$ cat config.mk
export PLATFORM = sky130hd
export DESIGN_NAME = alu_execute_unit
export DESIGN_NICKNAME = d
export VERILOG_FILES = /design/src/rtl/alu_execute_unit.sv
export SDC_FILE = /design/constraint.sdc
export NUM_CORES = 1
export LEC_CHECK = 0
export BUFFER_PORTS_ARGS = -buffer_cell sky130_fd_sc_hd__buf_2
export CAP_MARGIN = 25
export CORE_MARGIN = 3
export CORE_UTILIZATION = 46
export CTS_CLUSTER_DIAMETER = 60
export DETAILED_ROUTE_END_ITERATION = 12
export PLACE_DENSITY = 0.65
export RECOVER_POWER = 100
export SYNTH_ARGS = -nofsm -noshare
export SYNTH_HDL_FRONTEND = slang
export SYNTH_SLANG_ARGS = --single-unit
$ cat constraint.sdc
create_clock -name clk -period 6.5 [get_ports clk]
set_input_delay 0.65 -clock clk [delete_from_list [all_inputs] [get_ports clk]]
set_output_delay 0.65 -clock clk [all_outputs]
set_load 0.02 [all_outputs]
$ cat src/rtl/alu_execute_unit.sv
// rtl/alu_execute_unit.sv - EX-stage ALU with valid/ready handshake, serial or barrel shifter (BARREL_SHIFTER_EN)
module alu_execute_unit #(
  parameter int XLEN = 32
) (
  input  logic            clk,
  input  logic            rst_n,
  input  logic            flush,
  input  logic            in_valid,
  output logic            in_ready,
  input  logic [3:0]      alu_ctrl,
  input  logic [XLEN-1:0] op_a,
  input  logic [XLEN-1:0] op_b,
  output logic            out_valid,
  input  logic            out_ready,
  output logic [XLEN-1:0] result,
  output logic            zero,
  output logic            busy
);

  localparam int SHW = $clog2(XLEN);

  localparam logic [3:0] OP_ADD  = 4'b0000;
  localparam logic [3:0] OP_SUB  = 4'b1000;
  localparam logic [3:0] OP_SLL  = 4'b1010;
  localparam logic [3:0] OP_SLT  = 4'b1110;
  localparam logic [3:0] OP_SLTU = 4'b0001;
  localparam logic [3:0] OP_XOR  = 4'b0010;
  localparam logic [3:0] OP_SRL  = 4'b0110;
  localparam logic [3:0] OP_SRA  = 4'b1001;
  localparam logic [3:0] OP_OR   = 4'b1100;
  localparam logic [3:0] OP_AND  = 4'b0100;
  localparam logic [3:0] OP_PASS = 4'b1111;

`ifdef BARREL_SHIFTER_EN
  typedef enum logic [1:0] {S_IDLE, S_DONE} state_t;
`else
  typedef enum logic [1:0] {S_IDLE, S_SHIFT, S_DONE} state_t;
`endif

  state_t          state_q, state_d;
  logic [XLEN-1:0] result_q, result_d;

  // Single-cycle ops; shift codes return op_a shifted by shamt in the barrel
  // build, and op_a unchanged in the serial build (only reached when shamt==0).
  function automatic logic [XLEN-1:0] alu_fn(input logic [3:0] ctrl,
                                              input logic [XLEN-1:0] a,
                                              input logic [XLEN-1:0] b);
    logic [XLEN-1:0] res;
    logic [SHW-1:0]  sh;
    res = '0;
    sh  = b[SHW-1:0];
    case (ctrl)
      OP_ADD:  res = a + b;
      OP_SUB:  res = a - b;
      OP_SLT:  res = {{(XLEN-1){1'b0}}, ($signed(a) < $signed(b))};
      OP_SLTU: res = {{(XLEN-1){1'b0}}, (a < b)};
      OP_XOR:  res = a ^ b;
      OP_OR:   res = a | b;
      OP_AND:  res = a & b;
      OP_PASS: res = b;
`ifdef BARREL_SHIFTER_EN
      OP_SLL:  res = a << sh;
      OP_SRL:  res = a >> sh;
      OP_SRA:  res = $unsigned($signed(a) >>> sh);
`else
      OP_SLL, OP_SRL, OP_SRA: res = (sh == '0) ? a : '0;
`endif
      default: res = '0;
    endcase
    return res;
  endfunction

`ifdef BARREL_SHIFTER_EN
  // Next-state and result: every op finishes in one cycle.
  always_comb begin
    state_d  = state_q;
    result_d = result_q;
    if (flush) begin
      state_d = S_IDLE;
    end else begin
      case (state_q)
        S_IDLE: if (in_valid) begin
          result_d = alu_fn(alu_ctrl, op_a, op_b);
          state_d  = S_DONE;
        end
        S_DONE: if (out_ready) state_d = S_IDLE;
        default: state_d = S_IDLE;
      endcase
    end
  end

  // State and result registers.
  always_ff @(posedge clk or negedge rst_n) begin
    if (!rst_n) begin
      state_q  <= S_IDLE;
      result_q <= '0;
    end else begin
      state_q  <= state_d;
      result_q <= result_d;
    end
  end
`else
  logic [3:0]      ctrl_q, ctrl_d;
  logic [XLEN-1:0] shreg_q, shreg_d;
  logic [SHW-1:0]  cnt_q, cnt_d;
  logic [XLEN-1:0] shift_one;

  // One-bit step of the serial shifter for the latched shift kind.
  always_comb begin
    shift_one = shreg_q;
    case (ctrl_q)
      OP_SLL:  shift_one = {shreg_q[XLEN-2:0], 1'b0};
      OP_SRL:  shift_one = {1'b0, shreg_q[XLEN-1:1]};
      OP_SRA:  shift_one = {shreg_q[XLEN-1], shreg_q[XLEN-1:1]};
      default: shift_one = shreg_q;
    endcase
  end

  // Next-state: nonzero shifts iterate in SHIFT, the rest go straight to DONE.
  // The result register is only written on completion so zero never sees
  // in-flight shifter contents.
  always_comb begin
    state_d  = state_q;
    result_d = result_q;
    ctrl_d   = ctrl_q;
    shreg_d  = shreg_q;
    cnt_d    = cnt_q;
    if (flush) begin
      state_d = S_IDLE;
      cnt_d   = '0;
    end else begin
      case (state_q)
        S_IDLE: if (in_valid) begin
          ctrl_d = alu_ctrl;
          if ((alu_ctrl == OP_SLL || alu_ctrl == OP_SRL || alu_ctrl == OP_SRA) &&
              (op_b[SHW-1:0] != '0)) begin
            shreg_d = op_a;
            cnt_d   = op_b[SHW-1:0];
            state_d = S_SHIFT;
          end else begin
            result_d = alu_fn(alu_ctrl, op_a, op_b);
            state_d  = S_DONE;
          end
        end
        S_SHIFT: begin
          shreg_d = shift_one;
          cnt_d   = cnt_q - 1'b1;
          if (cnt_q == SHW'(1)) begin
            result_d = shift_one;
            state_d  = S_DONE;
          end
        end
        S_DONE: if (out_ready) state_d = S_IDLE;
        default: state_d = S_IDLE;
      endcase
    end
  end

  // State, result and shifter registers.
  always_ff @(posedge clk or negedge rst_n) begin
    if (!rst_n) begin
      state_q  <= S_IDLE;
      result_q <= '0;
      ctrl_q   <= '0;
      shreg_q  <= '0;
      cnt_q    <= '0;
    end else begin
      state_q  <= state_d;
      result_q <= result_d;
      ctrl_q   <= ctrl_d;
      shreg_q  <= shreg_d;
      cnt_q    <= cnt_d;
    end
  end
`endif

  assign in_ready  = (state_q == S_IDLE);
  assign out_valid = (state_q == S_DONE);
  assign busy      = (state_q != S_IDLE);
  assign result    = result_q;
  assign zero      = (result_q == '0);

endmodule

[After elaboration in Yosys (flattened, before gate mapping)]
Index checks and enable logic that the tools add are counted.
Storage, ports and cells
  register bits after elaboration: 75
  bits of input ports: 73
  output and inout bits: 36
Cells by class
  reduce and logical (&&, ||, !) cells: 17
  bitwise gates (word level): 4
  add/subtract/negate cells: 3
  mux-type cells: 20
  equal/unequal tests: 24
  order comparisons: 2
Operators with widths (number)
  one-hot mux 32 bit (9 select lines): 1
  two-way mux 32 bit: 6
  one-hot mux 32 bit (2 select lines): 2
  one-hot mux 32 bit (3 select lines): 1
  < comparator 32 bit: 2
  adder 32 bit: 1
  AND 32 bit: 1
  == test 4 bit, second input constant: 8
  zero test 32 bit: 1
  OR 32 bit: 1
  subtractor 32 bit: 1
  bitwise XOR 32 bit: 1
  two-way mux 5 bit: 3
  == test 4 x 3 -> 1 bit, second input constant: 3
  two-way mux 2 bit: 5
  one-hot mux 5 bit (2 select lines): 1
  AND reduction 3 bit: 3
  != test 2 bit, second input constant: 3
  != test 3 x 2 -> 1 bit, second input constant: 2
  != test 3 bit, second input constant: 2
  one-hot mux 2 bit (3 select lines): 1
  == test 5 x 1 -> 1 bit, second input constant: 1
  zero test 5 bit: 1
  AND reduction 5 bit: 1
  other kinds (16): 18

[Longest topological paths before layout]
Gate-level depths: netlist of the first run.
  depth in word-level cells: 8
  depth in mapped cells: 13
  depth with buffers taken out: 13

[Worst setup path after synthesis of the first run]
No wires, ideal clock.
  path type: input to register
  start: in op_a[0]
  end: reg result_q[24] (netlist: result[24])
  path buffers: 0
  library setup time: 0.134 ns
  setup slack: 3.270 ns
  arrival time: 3.096 ns
  cell stages on the path: 11
  data required time: 6.366 ns
  cell sequence: ha_1 -> fa_1 -> a211oi_1 -> o211ai_1 -> a31oi_1 -> a21oi_1 -> a41oi_1 -> nor2_1 -> a211o_1 -> a2111oi_1 -> nor3_1
On the way
  longest elaborated chain between the ends: 5
  elaborated cells between the ends (all ways): 6
  those cells by class: add/sub (2); mux (4)
Ends and longest elaborated chain
  start: declaration: RTL line 11  | input logic [XLEN-1:0] op_a,
  subtractor 32 bit or adder 32 bit (tied branches): RTL line 54, 53
  one-hot mux 32 bit (9 select lines) (*): RTL line 52  | case (ctrl)
  two-way mux 32 bit (*): RTL line 135  | if ((alu_ctrl == OP_SLL || alu_ctrl == OP_SRL || alu_ctrl == OP_SRA) &&
  two-way mux 32 bit (*): RTL line 133  | S_IDLE: if (in_valid) begin
  one-hot mux 32 bit (2 select lines) (*): RTL line 132  | case (state_q)
  end signal: assignment: RTL line 169  | result_q <= result_d;
  end: declaration: RTL line 41  | logic [XLEN-1:0] result_q, result_d;
Mark *: on every way between the ends. The rest lies on a longest branch, timed or not. The select of a mux whose other input is x is not followed.
A chain may end at the register's enable or synchronous reset.

[Worst setup path in the final report of the first run]
  start: in alu_ctrl[1]
  end: reg result_q[21] (netlist: result[21])
On the way
  longest elaborated chain between the ends: 6
  elaborated cells between the ends (all ways): 21
  those cells by class: eq/ne (11); mux (4); reduce/logical (6)
Ends and longest elaborated chain
  start: declaration: RTL line 10  | input logic [3:0] alu_ctrl,
  == test 4 bit or == test 4 x 3 -> 1 bit (tied branches): RTL line 52, 135
  OR reduction 3 bit or logical OR 1 bit (tied branches): RTL line 52, 135
  one-hot mux 32 bit (9 select lines) or logical OR 1 bit (tied branches): RTL line 52, 135
  two-way mux 32 bit or logical AND 1 bit (tied branches): RTL line 135
  two-way mux 32 bit or != test 2 bit (tied branches)
  one-hot mux 32 bit (2 select lines) or AND reduction 5 bit (tied branches)
Parallel ways exist; a longest one is shown, timed or not. The select of a mux whose other input is x is not followed.

==> results of run 1 <==
[per-stage QoR]
step                      setup slack, ns  utilization (%)
after floorplan                      3.27                -
after global placement               2.68             51.1
after detailed placement             2.56             51.1
after CTS                            2.90             52.6
after global routing                 1.57             52.3
final                                1.96             52.3
[registers in the layout, indices dropped and copies added, names as in the netlist]
name	count
cnt_q	5
ctrl_q	4
result	32
shreg_q	32
state_q	2
[tightest hold or removal path, cell delays in order, from the launching register on]
cell                      delay [ns]
sky130_fd_sc_hd__dfrtp_1        0.37
sky130_fd_sc_hd__nand2_1        0.06
sky130_fd_sc_hd__nand2_1        0.05
[synth_stat cells, drive strengths merged, types with 13 or more instances]
cell	n	area share (%)
buf	17	0.88
nand3	14	0.74
a22oi	56	4.4
o211ai	18	1.4
a21o	17	1.3
ha	98	13
a31oi	13	1.0
clkbuf	80	3.2
nor4	22	1.4
nor3	33	1.7
a221o	15	1.6
a21oi	157	8.3
o21ai	121	6.4
inv	102	4.0
nand2	138	5.4
a221oi	34	3.2
dfrtp	75	20
nor2	98	3.9
[cell families (layout without fill, tap and decap cells)]
family          Yosys count  count (layout)  synth area share [%]
buf+inv                 200             245                  8.11
mux                      14              14                  1.54
xor+xnor                 16              16                  1.47
compound gates          535             535                  37.1
fa+ha+maj               100             100                  13.3
simple gates            379             379                  18.8
flops                    75              75                  19.7
[final timing paths]
path	start	to	slack, ns	cells past startpoint
setup / recovery	alu_ctrl[1]	result[21]	1.96	10
hold / removal	result[5]	result[5]	0.52	2
setup reg to reg	state_q[1]	result[20]	2.24	5
hold reg to reg	result[5]	result[5]	0.52	2
max in group asynchronous	rst_n	shreg_q[21]	2.35	2
min in group asynchronous	rst_n	result[1]	0.60	1
[layer usage]
layer  track usage [%]  up-vias  part of all wire (%)
li1                  -     4946                     -
met4              6.54        0                   1.4
met5                 0        -                     0
met3              7.33       49                    11
met2              45.9      639                    42
met1              48.9     5260                    45
[area by class of cell]
class                           instances  area (um2)
Multi-Input combinational cell       1044        6910
Clock inverter                          4        50.0
Fill cell                            2026        9500
Sequential cell                        75        1880
Inverter                              103         387
Tap cell                              265         332
Clock buffer                           12         246
Timing Repair Buffer                  126         613
[power groups by stage]
stage	logic (mW)	clock network, mW	registers [mW]
global placement	0.941	0	0.770
CTS	0.960	0.535	0.764
global route	1.05	0.551	0.787
finish	0.964	0.532	0.776
floorplan	0.602	0	0.769
detailed placement	0.954	0	0.771
==> metrics list, run 1 <==
- Max stage delay on crit path: roughly 1.2 ns
- Count of synthesis-stage warnings from yosys: 0
- Setup violations remaining at the end of the flow were counted as 0.
- The first global-routing pass estimated 56,200 um of wire.
- In this run switching power makes up between 40% and 50% of total power.
* Later-pin clock latency in the skew report: 0.36 ns
* Worst path buffer plus inverter count: 2
- Setup repair after global routing missed its margin: no
- Final critical path time including I/O delays and setup: 4.54 ns
- Number of nets still failing antenna checks after routing: 0
- Data required, critical path: 6.75 ns
- Final max-slew violation count: 85
- Post-synthesis cell area: 9520 um2
- The worst setup path is captured at a flip-flop.
- The wire-length estimate of the detail-placed layout is 26,900 um.
* Failing checks: capacitance limit, slew limit
- For the final database, setup skew stands at 0.0107 ns.
* Number of I/O pins: 109
* Residual DRC count: 0
- Buffers inserted by post-CTS timing repair: 0
- Hold violation count in the final report: 0
- Dividing total power by cell area gives a power density of 218 nW/um2.
- Post-synthesis async set-or-reset flop share: 100%
* Net count after synthesis: 1,492
- Register bit total from synthesis: 75
- Across all hold checks on the routed design, the worst slack comes to 0.517 ns.
* Via count of the first global-routing pass: 9,532
- In this run the vertical extent of the chip is 150 um.
* Die outline area: 22,500 um2
- Of the total power, registers draw 34.1%.
- For this design, the CTS-stage hold fixing added 0 buffers.
- The internal portion of the total power is 1.24 mW.
- TritonCTS built the clock tree.
* Category of the critical setup timing path: in -> reg
- For the pin with the worst max-slew slack, the measured transition is 3.07 ns.
- Entering global routing, the biggest net connects 76 pins.
* Hold crit path type: reg -> reg
- Max-cap violations in this run came to 2.
- Ratio of routed vias to standard cells: 6.69
- Cells after Synth: approximately 1,300
- In the final layout, the share of cells above drive strength 1 is 9.09%.
* Count of inserted antenna diode cells: 0
* Area after detailed placement: 10,200 um2
- Of the total power, the clock network draws a little under a quarter.
- Number of enable flip-flop cells after synthesis: 0
- Across all layers, the routed design uses ~11,000 vias.
- Peak fanout along the critical path: 31
- Nets@finish: 1,532
- Mean cell area of the mapped netlist: 7.22 um2
* Category of the worst setup path launch point: primary input
- In this design, the largest share of critical-path delay is due to buffers and inverters.
- Including well taps, the total number of placed cells is 1,610.
* Most instantiated flip-flop cell in the synthesis netlist: sky130_fd_sc_hd__dfrtp_1
- Number of distinct library cell variants in the gate-level netlist after synthesis: 86
- The H-tree was split into 3 levels.
- Measured along the x axis, the die boundary spans around 150 um.
- Outcome: finished with violations
- Derived from the worst setup path, the maximum achievable clock frequency is roughly 220 MHz.
- First-iteration detailed-routing DRC count: 1,405
- Data arrival time of the critical path: 4.80 ns
- The tree is rooted in a sky130_fd_sc_hd__clkbuf_16.
- The signal on the critical path passes through clkbuf_1 > nor4bb_1 > a21oi_1 > o21ai_0 > and2_0 > clkbuf_1 > nor2_1 > o221ai_1 > a21oi_1 > a211oi_1.
* Area overhead of the layout relative to synthesis: 9.36%
- Clock-pin slew was measured on the worst setup and hold paths at 0.06 ns.
* Global Route Usage Sum: 32.0%
- Core outline area: 19,900 um2
- After synthesis, flip-flops and latches occupy roughly a fifth of the total area.
- For this configuration, the core starts out at a cell density of 47.8%.
- Grt ovf: 0
* VDD IR-drop max: approximately 0.00011 V
- Cell at the slowest stage of the critical path: sky130_fd_sc_hd__clkbuf_1
* Max transition margin: -105%
- After detailed routing, the average wire length per cell comes to 22.9 um.
- Cell leakage power: 4.54 nW
- The share of total power dissipated in combinational logic is between 40% and 50%.
- Counting the buffers created by CTS gives 9.
* Antenna violations before repair: 0
* Final critical-path share of the clock period: 69.9%
* Aggregate routed wire length: 37,300 um
* Total negative slack: 0 ns
- Clock buffer depth: 2
- Final std cells w/o fill: 1,629
- Sw power: 1.04 mW
- Input and output buffers added on the ports amount to 108.
* Most frequent cells in the layout: sky130_fd_sc_hd__a21oi_1 (157), sky130_fd_sc_hd__nand2_1 (138), sky130_fd_sc_hd__o21ai_0 (120)
* Most common cell after layout, fill and taps aside: sky130_fd_sc_hd__a21oi_1
- Final estimated routing congestion in global placement: 0.993
- For this design, the sink count on the clock tree is 75.
* Count of standard-cell rows: 51
* CTS-repair resized insts: 0
- Number of iterations in the first detailed-routing pass: 6
- With fillers left out, the area of the finished cells amounts to between 10,000 and 15,000 um2.
- Total power for the finished layout comes to 2.27 mW.
(Power assumes the default switching activity.)
==> run 2: changes to the inputs <==
--- a/config.mk
+++ b/config.mk
@@ -5,13 +5,13 @@
 export SDC_FILE = /design/constraint.sdc
 export NUM_CORES = 1
 export LEC_CHECK = 0
+export ABC_AREA = 1
 export BUFFER_PORTS_ARGS = -buffer_cell sky130_fd_sc_hd__buf_2
 export CAP_MARGIN = 25
 export CORE_MARGIN = 3
 export CORE_UTILIZATION = 46
 export CTS_CLUSTER_DIAMETER = 60
 export DETAILED_ROUTE_END_ITERATION = 12
-export PLACE_DENSITY = 0.65
 export RECOVER_POWER = 100
 export SYNTH_ARGS = -nofsm -noshare
 export SYNTH_HDL_FRONTEND = slang
==> constraint.sdc (replaced) <==
create_clock -name clk -period 4.2 [get_ports clk]
set_input_delay 0.42 -clock clk [delete_from_list [all_inputs] [get_ports clk]]
set_output_delay 0.42 -clock clk [all_outputs]
set_load 0.02 [all_outputs]
==> run 2 against run 1 <==
Critical path depth down 3. Critical path type is now reg -> reg. Sequential power up 79%. Combinational power up 100%. The flow still finishes with violations (capacitance limit, slew limit). Cell area up 12%. Via count up 16%. Synthesized area up 13%. Non-clock buffer count down 4. Utilization down 1.1 points. Count of clock-buffer cells in the layout down 1. Critical endpoint is now shreg_q[8]. Register-to-register slack worse by 1.3 ns.
==> metrics list, run 2 <==
- Outcome: finished with violations
- Failing checks: capacitance limit, slew limit
- Hold Crit Depth: 2 (unchanged)
* Die outline area: 25,300 um2 (+12%)
* Commonest cells in the synthesized netlist: sky130_fd_sc_hd__nand2_1 (610), sky130_fd_sc_hd__inv_1 (315), sky130_fd_sc_hd__nor2_1 (170)
- Global Route Usage Sum: 33.4% (+1.4 points)
- Vias: 12,659 (+16%)
* Setup repair after global routing missed its margin: no
- The cell area power density was 353 nW/um2 (+62%).
* Cell with the most instances after synthesis: sky130_fd_sc_hd__nand2_1
- The initial standard-cell utilization of the core came to 47.2% (-0.60 points).
* Die H: 159 um (+6.0%)
- Number of max-cap violations: 4 (+2)
- Data arrival time of the critical path: 3.42 ns (-1.38 ns)
- Hold-fix buffers at CTS: 0 (unchanged)
* Antenna violations before repair: 0 (unchanged)
- Via count of the first global-routing pass: 11,773 (+24%)
- In this run the worst hold path is classified as in -> reg.
- Ratio of cells with drive above 1 in the final layout: 6.39% (-2.7 points)
- Category of the worst setup path launch point: flip-flop
- The instance count after placement with tap cells included is 2,253 (+40%).
- Maximum number of pins on one net before global-route repair: 65 (-14%)
* Beginning of the worst hold path: alu_ctrl[0]
- CTS-repair resized insts: 0 (unchanged)
* Clock tree from TritonCTS: built
- The transition time of the tightest slew-check pin is 1.94 ns (-1.14 ns).
- Critical path's top delay family: buffers and inverters
* Data required, critical path: 4.37 ns (-2.38 ns)
* Net count after synthesis: 2,064 (+38%)
- Final critical-path share of the clock period: just under 80%
* Clock root buffer: sky130_fd_sc_hd__clkbuf_16
* Most common cell after layout, fill and taps aside: sky130_fd_sc_hd__nand2_1
* Sequential-to-total area share from yosys stat: 17.4% (-2.3 points)
- Number of I/O pins: 109 (unchanged)
* Detail-routed net length per standard cell: 19.1 um (-17%)
- STA classifies the critical path endpoint as a flip-flop.
- The maximum single-stage delay on the critical path came to 1.18 ns (-0.04 ns).
- In this run the critical register-to-register path is launched from state_q[0].
- Register bit total from synthesis: 75 (unchanged)
* Core outline area: 22,800 um2 (+14%)
* VDD IR-drop max: 0.000320 V (+190%)
* Count of inserted antenna diode cells: 0 (unchanged)
- Area share of the largest cell type after synthesis: 21.3% (+1.6 points)
- The share of async-settable or async-resettable flops after synthesis is 100% (unchanged).
- The count of buffers inserted at the top-level ports came to 108 (unchanged).
- The first-pass GRT wire length was 67,000 um (+19%).
- Cells after Synth: 1,891 (+43%)
* Area taken by multi-input logic gates: 7300 um2 (+5.7%)
- Number of enable flip-flop cells after synthesis: 0 (unchanged)
* Worst Hold End: ctrl_q[0]
* DP Wirelength: 34,500 um (+29%)
- The leakage power summed over all cells is 6.31 nW (+39%).
- The final routed wirelength across all metal layers came to 43,200 um (+16%).
- The routed design could run at a clock period as short as 3.26 ns.
* Number of nets still failing antenna checks after routing: 0 (unchanged)
- Cells taking the most area after synthesis: sky130_fd_sc_hd__nand2_1 (21%), sky130_fd_sc_hd__dfrtp_1 (17%), sky130_fd_sc_hd__ha_1 (11%), sky130_fd_sc_hd__inv_1 (11%), sky130_fd_sc_hd__a21oi_1 (7.0%)
- Max H-tree Level: 3 (unchanged)
- The number of remaining DRC errors was 0 (unchanged).
* TritonCTS Sinks: 75 (unchanged)
- Final std cells w/o fill: 2,269 (+39%)
- Number of iterations in the first detailed-routing pass: 6 (unchanged)
- The die width came to 159 um (+6.0%).
- The maximum fanout along the worst path is 48 (+55%).
* Final estimated routing congestion in global placement: 1.03 (+3.8%)
* Hold violation count in the final report: 0 (unchanged)
- The sequential cell area in the final layout is 1880 um2 (unchanged).
* Clock buffers created by TritonCTS: 9 (unchanged)
* Grt ovf: 0 (unchanged)
- Compared with the post-synthesis result, the final layout area differs by 8.35%.
- Post-synthesis cell area: 10,800 um2 (+13%)
- The detail-routed via count per cell is 5.58 (-17%).
* Final max-slew violation count: 172 (+100%)
* Library cell occupying the most area in the post-synthesis netlist: sky130_fd_sc_hd__nand2_1
* Max transition margin: -29.1% (+76 points)
- The endpoint identified for the worst register-to-register timing path is shreg_q[8].
- The critical path goes through inv_1 > nor2_4 > inv_1 > clkbuf_1 > a21oi_1 > a21oi_1 > o21ai_1.
- First-iteration detailed-routing DRC count: 1,237 (-12%)
- The critical path is of the reg -> reg type.
- Worst path buffer plus inverter count: 3 (+1)
* Buffers inserted by post-CTS timing repair: 0 (unchanged)
- The largest individual stage delay along the critical path comes from the cell sky130_fd_sc_hd__inv_1.
- Count of synthesis-stage warnings from yosys: 0 (unchanged)
- Reg clk slew, reported paths: 0.07 ns (about the same)
- The summed negative setup slack over all endpoints was 0 ns (unchanged).
* Clock skew: 0.0103 ns (-0.000398 ns)
- The setup-violating endpoint count in the final report was 0 (unchanged).
* Most instantiated flip-flop cell in the synthesis netlist: sky130_fd_sc_hd__dfrtp_1
- The maximum clock insertion buffer count is 2 (unchanged).
- Count of standard-cell rows: 55 (+7.8%)
- The total of fill cells in the finished design is 2,507 (+24%).
- Later-pin clock latency in the skew report: 0.34 ns (-0.02 ns)
- The depth of the most critical reg-to-reg path is 7 (+2).
- Setup slack on the worst flop-to-flop path: 0.94 ns (-1.30 ns)
- Highest clock frequency the design can meet: 307 MHz
- Number of distinct library cell variants in the gate-level netlist after synthesis: 51 (-41%)
- Nets@finish: 2,124 (+39%)
- Mean cell area of the mapped netlist: 5.69 um2 (-21%)
* Most frequent cells in the layout: sky130_fd_sc_hd__nand2_1 (610), sky130_fd_sc_hd__inv_1 (316), sky130_fd_sc_hd__nor2_1 (169)
[run 2: changes by cell type after synthesis, moves of 61 or more]
cell                       delta
sky130_fd_sc_hd__clkbuf_1    -61
sky130_fd_sc_hd__nor2_1      +72
sky130_fd_sc_hd__nand3_1    +125
sky130_fd_sc_hd__o21ai_0     -67
sky130_fd_sc_hd__inv_1      +213
sky130_fd_sc_hd__nand2_1    +472
[run 2: cell type report]
cell class | instances | share of cell area, %
Multi-Input combinational cell | 1421 | 62.6
Sequential cell | 75 | 16.1
Inverter | 322 | 10.4
Timing Repair Buffer | 122 | 5.02
Tap cell | 313 | 3.36
Clock buffer | 11 | 2.17
Clock inverter | 5 | 0.322
[run 2: power breakdown]
part / switching [mW] / leakage [nW] / internal (mW) / total (mW)
clock: 0.322 / 0.138 / 0.434 / 0.756
combinational: 1.36 / 5.27 / 0.606 / 1.97
sequential: 0.349 / 0.908 / 1.04 / 1.39
[run 2: logic make-up after synthesis]
group,synth area share (%)
simple gates,37.0
buf+inv,14.6
compound gates,18.8
fa+ha+maj,11.8
flops,17.4
xor+xnor,0.244
mux,0.105
[run 2: how the worst max path moves through the flow]
stage / to / from / depth (start not counted) / slack, ns
after global routing: shreg_q[2] / ctrl_q[3] / 11 / 0.71
after detailed placement: result[23] / op_b[1] / 16 / 1.32
final: shreg_q[8] / state_q[0] / 7 / 0.94
after CTS: result[2] / ctrl_q[3] / 11 / 1.65
after global placement: result[31] / op_a[18] / 13 / 1.28
after floorplan: result[30] / op_a[0] / 15 / 2.08
[run 2: per-stage QoR]
stage	util, %	hold WS, ns	power, mW	worst slack [ns]	area, um2
2_1_floorplan	-	0.124	2.67	2.08	10800
3_3_place_gp	50.2	0.402	3.37	1.28	11400
3_5_place_dp	50.2	0.405	3.40	1.32	11400
4_1_cts	51.5	0.0384	4.16	1.65	11700
5_1_grt	51.2	0.428	4.44	0.708	11700
6_report	51.2	0.431	4.12	0.944	11700
[run 2: metal layers]
layer | track usage (%) | vias to the layer above | share of wire, %
li1 | - | 6170 | -
met1 | 43.7 | 5805 | 42
met2 | 54.3 | 560 | 45
met3 | 3.89 | 124 | 6.9
met4 | 17.7 | 0 | 6.2
met5 | 0 | - | 0
[run 2: worst reg2reg max path, stage by stage, from the launching register on]
cell,delay (ns)
sky130_fd_sc_hd__dfrtp_1,0.45
sky130_fd_sc_hd__inv_1,0.15
sky130_fd_sc_hd__nor2_4,0.12
sky130_fd_sc_hd__inv_1,1.18
sky130_fd_sc_hd__clkbuf_1,0.72
sky130_fd_sc_hd__a21oi_1,0.17
sky130_fd_sc_hd__a21oi_1,0.21
sky130_fd_sc_hd__o21ai_1,0.09
==> run 3: changes to the inputs <==
--- a/config.mk
+++ b/config.mk
@@ -12,6 +12,7 @@
 export CORE_UTILIZATION = 46
 export CTS_CLUSTER_DIAMETER = 60
 export DETAILED_ROUTE_END_ITERATION = 12
+export PLACE_DENSITY = 0.67
 export RECOVER_POWER = 100
 export SYNTH_ARGS = -nofsm -noshare
 export SYNTH_HDL_FRONTEND = slang
==> constraint.sdc (replaced) <==
create_clock -name clk -period 2.6 [get_ports clk]
set_input_delay 0.26 -clock clk [delete_from_list [all_inputs] [get_ports clk]]
set_output_delay 0.26 -clock clk [all_outputs]
set_load 0.02 [all_outputs]
==> run 3 against run 2 <==
The flow now finishes without violations. Cell area is 6.9% higher. Die area stayed put. Global-route usage up 1.0 points. Flip-flop and latch count did not move. Via count rose by 4.1%. Clock skew is 0.0023 ns lower. Combinational power up 72%. First-iteration DRC count shrank 1.1%.
==> metrics list, run 3 (synthesis gave the netlist of run 2 again) <==
* Outcome: complete, no violations
- Count of input and output buffers: 108 (unchanged)
- First-iteration detailed-routing DRC count: 1,223 (-1.1%)
- The initial standard-cell utilization of the core was 47.2% (unchanged).
* Residual DRC count: 0 (unchanged)
- The maximum number of pins on one net before global-route repair came to 43 (-34%).
- Hold violation count in the final report: 0 (unchanged)
* Internal power: 3.74 mW (+79%)
- Proportion of total power due to net switching: 47.1% (-2.3 points)
- Data arrival time of the critical path: 2.09 ns (-1.33 ns)
- Final critical path time including I/O delays and setup: 2.35 ns
* Cell repeated most along the worst path: sky130_fd_sc_hd__nor4_1
- The die extent in y is 159 um (unchanged).
* DP Wirelength: 36,700 um (+6.4%)
- Die outline area: 25,300 um2 (unchanged)
- Most common cell after layout, fill and taps aside: sky130_fd_sc_hd__nand2_1
* Total design power: 7.07 mW (+72%)
- Global Route Usage Sum: 34.4% (+1.0 points)
* Combinational Power Share: 47.9% (about the same)
- Count of inserted antenna diode cells: 0 (unchanged)
* Seq pwr share: 31.7% (-2.1 points)
- Type of element capturing the critical path: output port
- The fraction of layout instances using a drive strength above 1 was 10.3% (+3.9 points).
- Count of standard-cell rows: 55 (unchanged)
- Number of nets still failing antenna checks after routing: 0 (unchanged)
* Max stage delay on crit path: 0.49 ns (-0.69 ns)
- The largest voltage drop on the vdd net was 0.000486 V (+52%).
* CTS-repair resized insts: 0 (unchanged)
* Clock tree from TritonCTS: built
- The worst slew slack as a fraction of its limit is 20.0% (+49 points).
- The detail-routed net length per standard cell came to 19.1 um (+0.14%).
- The initial antenna violation count was 0 (unchanged).
* Number of failing setup endpoints in the final timing report: 0 (unchanged)
- The min-delay analysis places its worst path in the category in -> reg.
* Sw power: 3.33 mW (+64%)
* Area overhead of the layout relative to synthesis: 15.8%
- The die width came to 159 um (unchanged).
- The number of H-tree branching levels is 3 (unchanged).
- In this run the worst setup path begins at result[21].
- Clock buffers created by TritonCTS: 9 (unchanged)
- Timing would allow up to approximately 430 MHz.
* Final max-slew violation count: 0 (-100%)
- The buffers plus inverters on the worst setup path is 1 (-2).
- The total of fill cells in the finished design was 2,486 (-0.84%).
* Vias: 13,174 (+4.1%)
- The leakage power summed over all cells is 6.80 nW (+7.7%).
* Clock root buffer: sky130_fd_sc_hd__clkbuf_16
* Nets@finish: 2,216 (+4.3%)
- The final hold slack was 0.246 ns (-0.185 ns).
* Core outline area: 22,800 um2 (unchanged)
* Most frequent cells in the layout: sky130_fd_sc_hd__nand2_1 (611), sky130_fd_sc_hd__inv_1 (316), sky130_fd_sc_hd__nor2_1 (169)
- Number of I/O pins: 109 (unchanged)
- Aggregate routed wire length: 45,100 um (+4.2%)
- Number of max-cap violations: 0 (-4)
- The first-pass GRT wire length came to 68,600 um (+2.5%).
- The total congestion overflow came to 0 (unchanged).
- The worst hold path begins at out_ready.
- Number of iterations in the first detailed-routing pass: 6 (unchanged)
* Area taken by multi-input logic gates: 7290 um2 (-0.19%)
- Setup repair after global routing left no endpoint under its margin.
- Ratio of routed vias to standard cells: 5.58 (about the same)
* Total negative slack: 0 ns (unchanged)
- Peak fanout along the critical path: 3 (-94%)
- Reg clk slew, reported paths: 0.06 ns (about the same)
- Clock buffer depth: 2 (unchanged)
- Critical path's top delay family: simple AND/OR/NAND/NOR gates
- The sequential cell area in the final layout is 1880 um2 (unchanged).
- The setup path with the least slack is of type reg -> out.
* Via count of the first global-routing pass: 12,306 (+4.5%)
- Data required, critical path: 2.34 ns (-2.03 ns)
- The critical path goes through nor4_1 > nand4_1 > nor4_1 > clkbuf_1.
* Final estimated routing congestion in global placement: 1.03 (-0.31%)
- Later-pin clock latency in the skew report: 0.34 ns (about the same)
* Clock group share of total power: 20.4% (+2.1 points)
* FF-to-FF Start: state_q[0]
- Category of the worst setup path launch point: flip-flop
- The clock skew came to 0.00798 ns (-0.00230 ns).
* Power density relative to cell area: 567 nW/um2 (+60%)
- For this design, the slowest cell found on the critical path is sky130_fd_sc_hd__nor4_1.
- TritonCTS Sinks: 75 (unchanged)
- The transition time of the tightest slew-check pin is 1.20 ns (-0.738 ns).
* Final critical-path share of the clock period: 90.4%
-- run 3: per-layer routing --
metal  up-vias  track usage (%)  part of all wire (%)
li1       6365                -                     -
met1      6033             42.8                    40
met2       643             59.0                    46
met3       133             3.70                   7.3
met4         0             18.0                   6.1
met5         -                0                     0
-- run 3: area by class of cell --
type / instances / area share [%]
Multi-Input combinational cell: 1421 / 58.5
Sequential cell: 75 / 15.1
Timing Repair Buffer: 214 / 10.8
Inverter: 322 / 9.72
Tap cell: 313 / 3.14
Clock buffer: 9 / 1.81
Clock inverter: 7 / 0.934
-- run 3: worst register-to-register path: stages, from the launching register on --
cell and delay, ns:
sky130_fd_sc_hd__dfrtp_1 0.45, sky130_fd_sc_hd__inv_1 0.14, sky130_fd_sc_hd__nor2_4 0.07, sky130_fd_sc_hd__inv_1 0.86, sky130_fd_sc_hd__clkbuf_1 0.33, sky130_fd_sc_hd__a31oi_1 0.11, sky130_fd_sc_hd__a21oi_1 0.15, sky130_fd_sc_hd__o21ai_0 0.09
-- run 3: worst paths after layout --
path	end	slack [ns]	cells after the start
min reg2reg	ctrl_q[1]	0.51	2
max	zero	0.25	4
min in group asynchronous	shreg_q[1]	0.65	2
max reg2reg	shreg_q[20]	0.29	7
max in group asynchronous	result[0]	0.79	3
min	state_q[0]	0.25	4
-- run 3: stage by stage --
step | instance area [um2] | std cells | util (%) | worst slack, ns
after global routing | 12500 | 2361 | 54.7 | 0.107
after floorplan | 10800 | 1891 | - | 0.641
final | 12500 | 2361 | 54.7 | 0.249
after CTS | 12600 | 2361 | 55.2 | 0.372
after global placement | 12200 | 2344 | 53.6 | 0.0580
after detailed placement | 12200 | 2344 | 53.6 | 0.0498
-- run 3: power groups by stage --
stage | Sequential (mW) | Clock, mW | Combinational (mW)
2_1_floorplan | 2.38 | 0 | 1.93
3_3_place_gp | 2.23 | 0 | 3.38
3_5_place_dp | 2.23 | 0 | 3.42
4_1_cts | 2.21 | 1.45 | 3.45
5_1_grt | 2.31 | 1.51 | 3.74
6_report | 2.24 | 1.44 | 3.38
-- run 3: what timing repair did --
| item | 4_1_cts | 5_1_grt |
|---|---|---|
| endpoints found under the hold margin | 40 | 0 |
| buffers inserted | 0 | 0 |
| hold buffers | 1 | 0 |
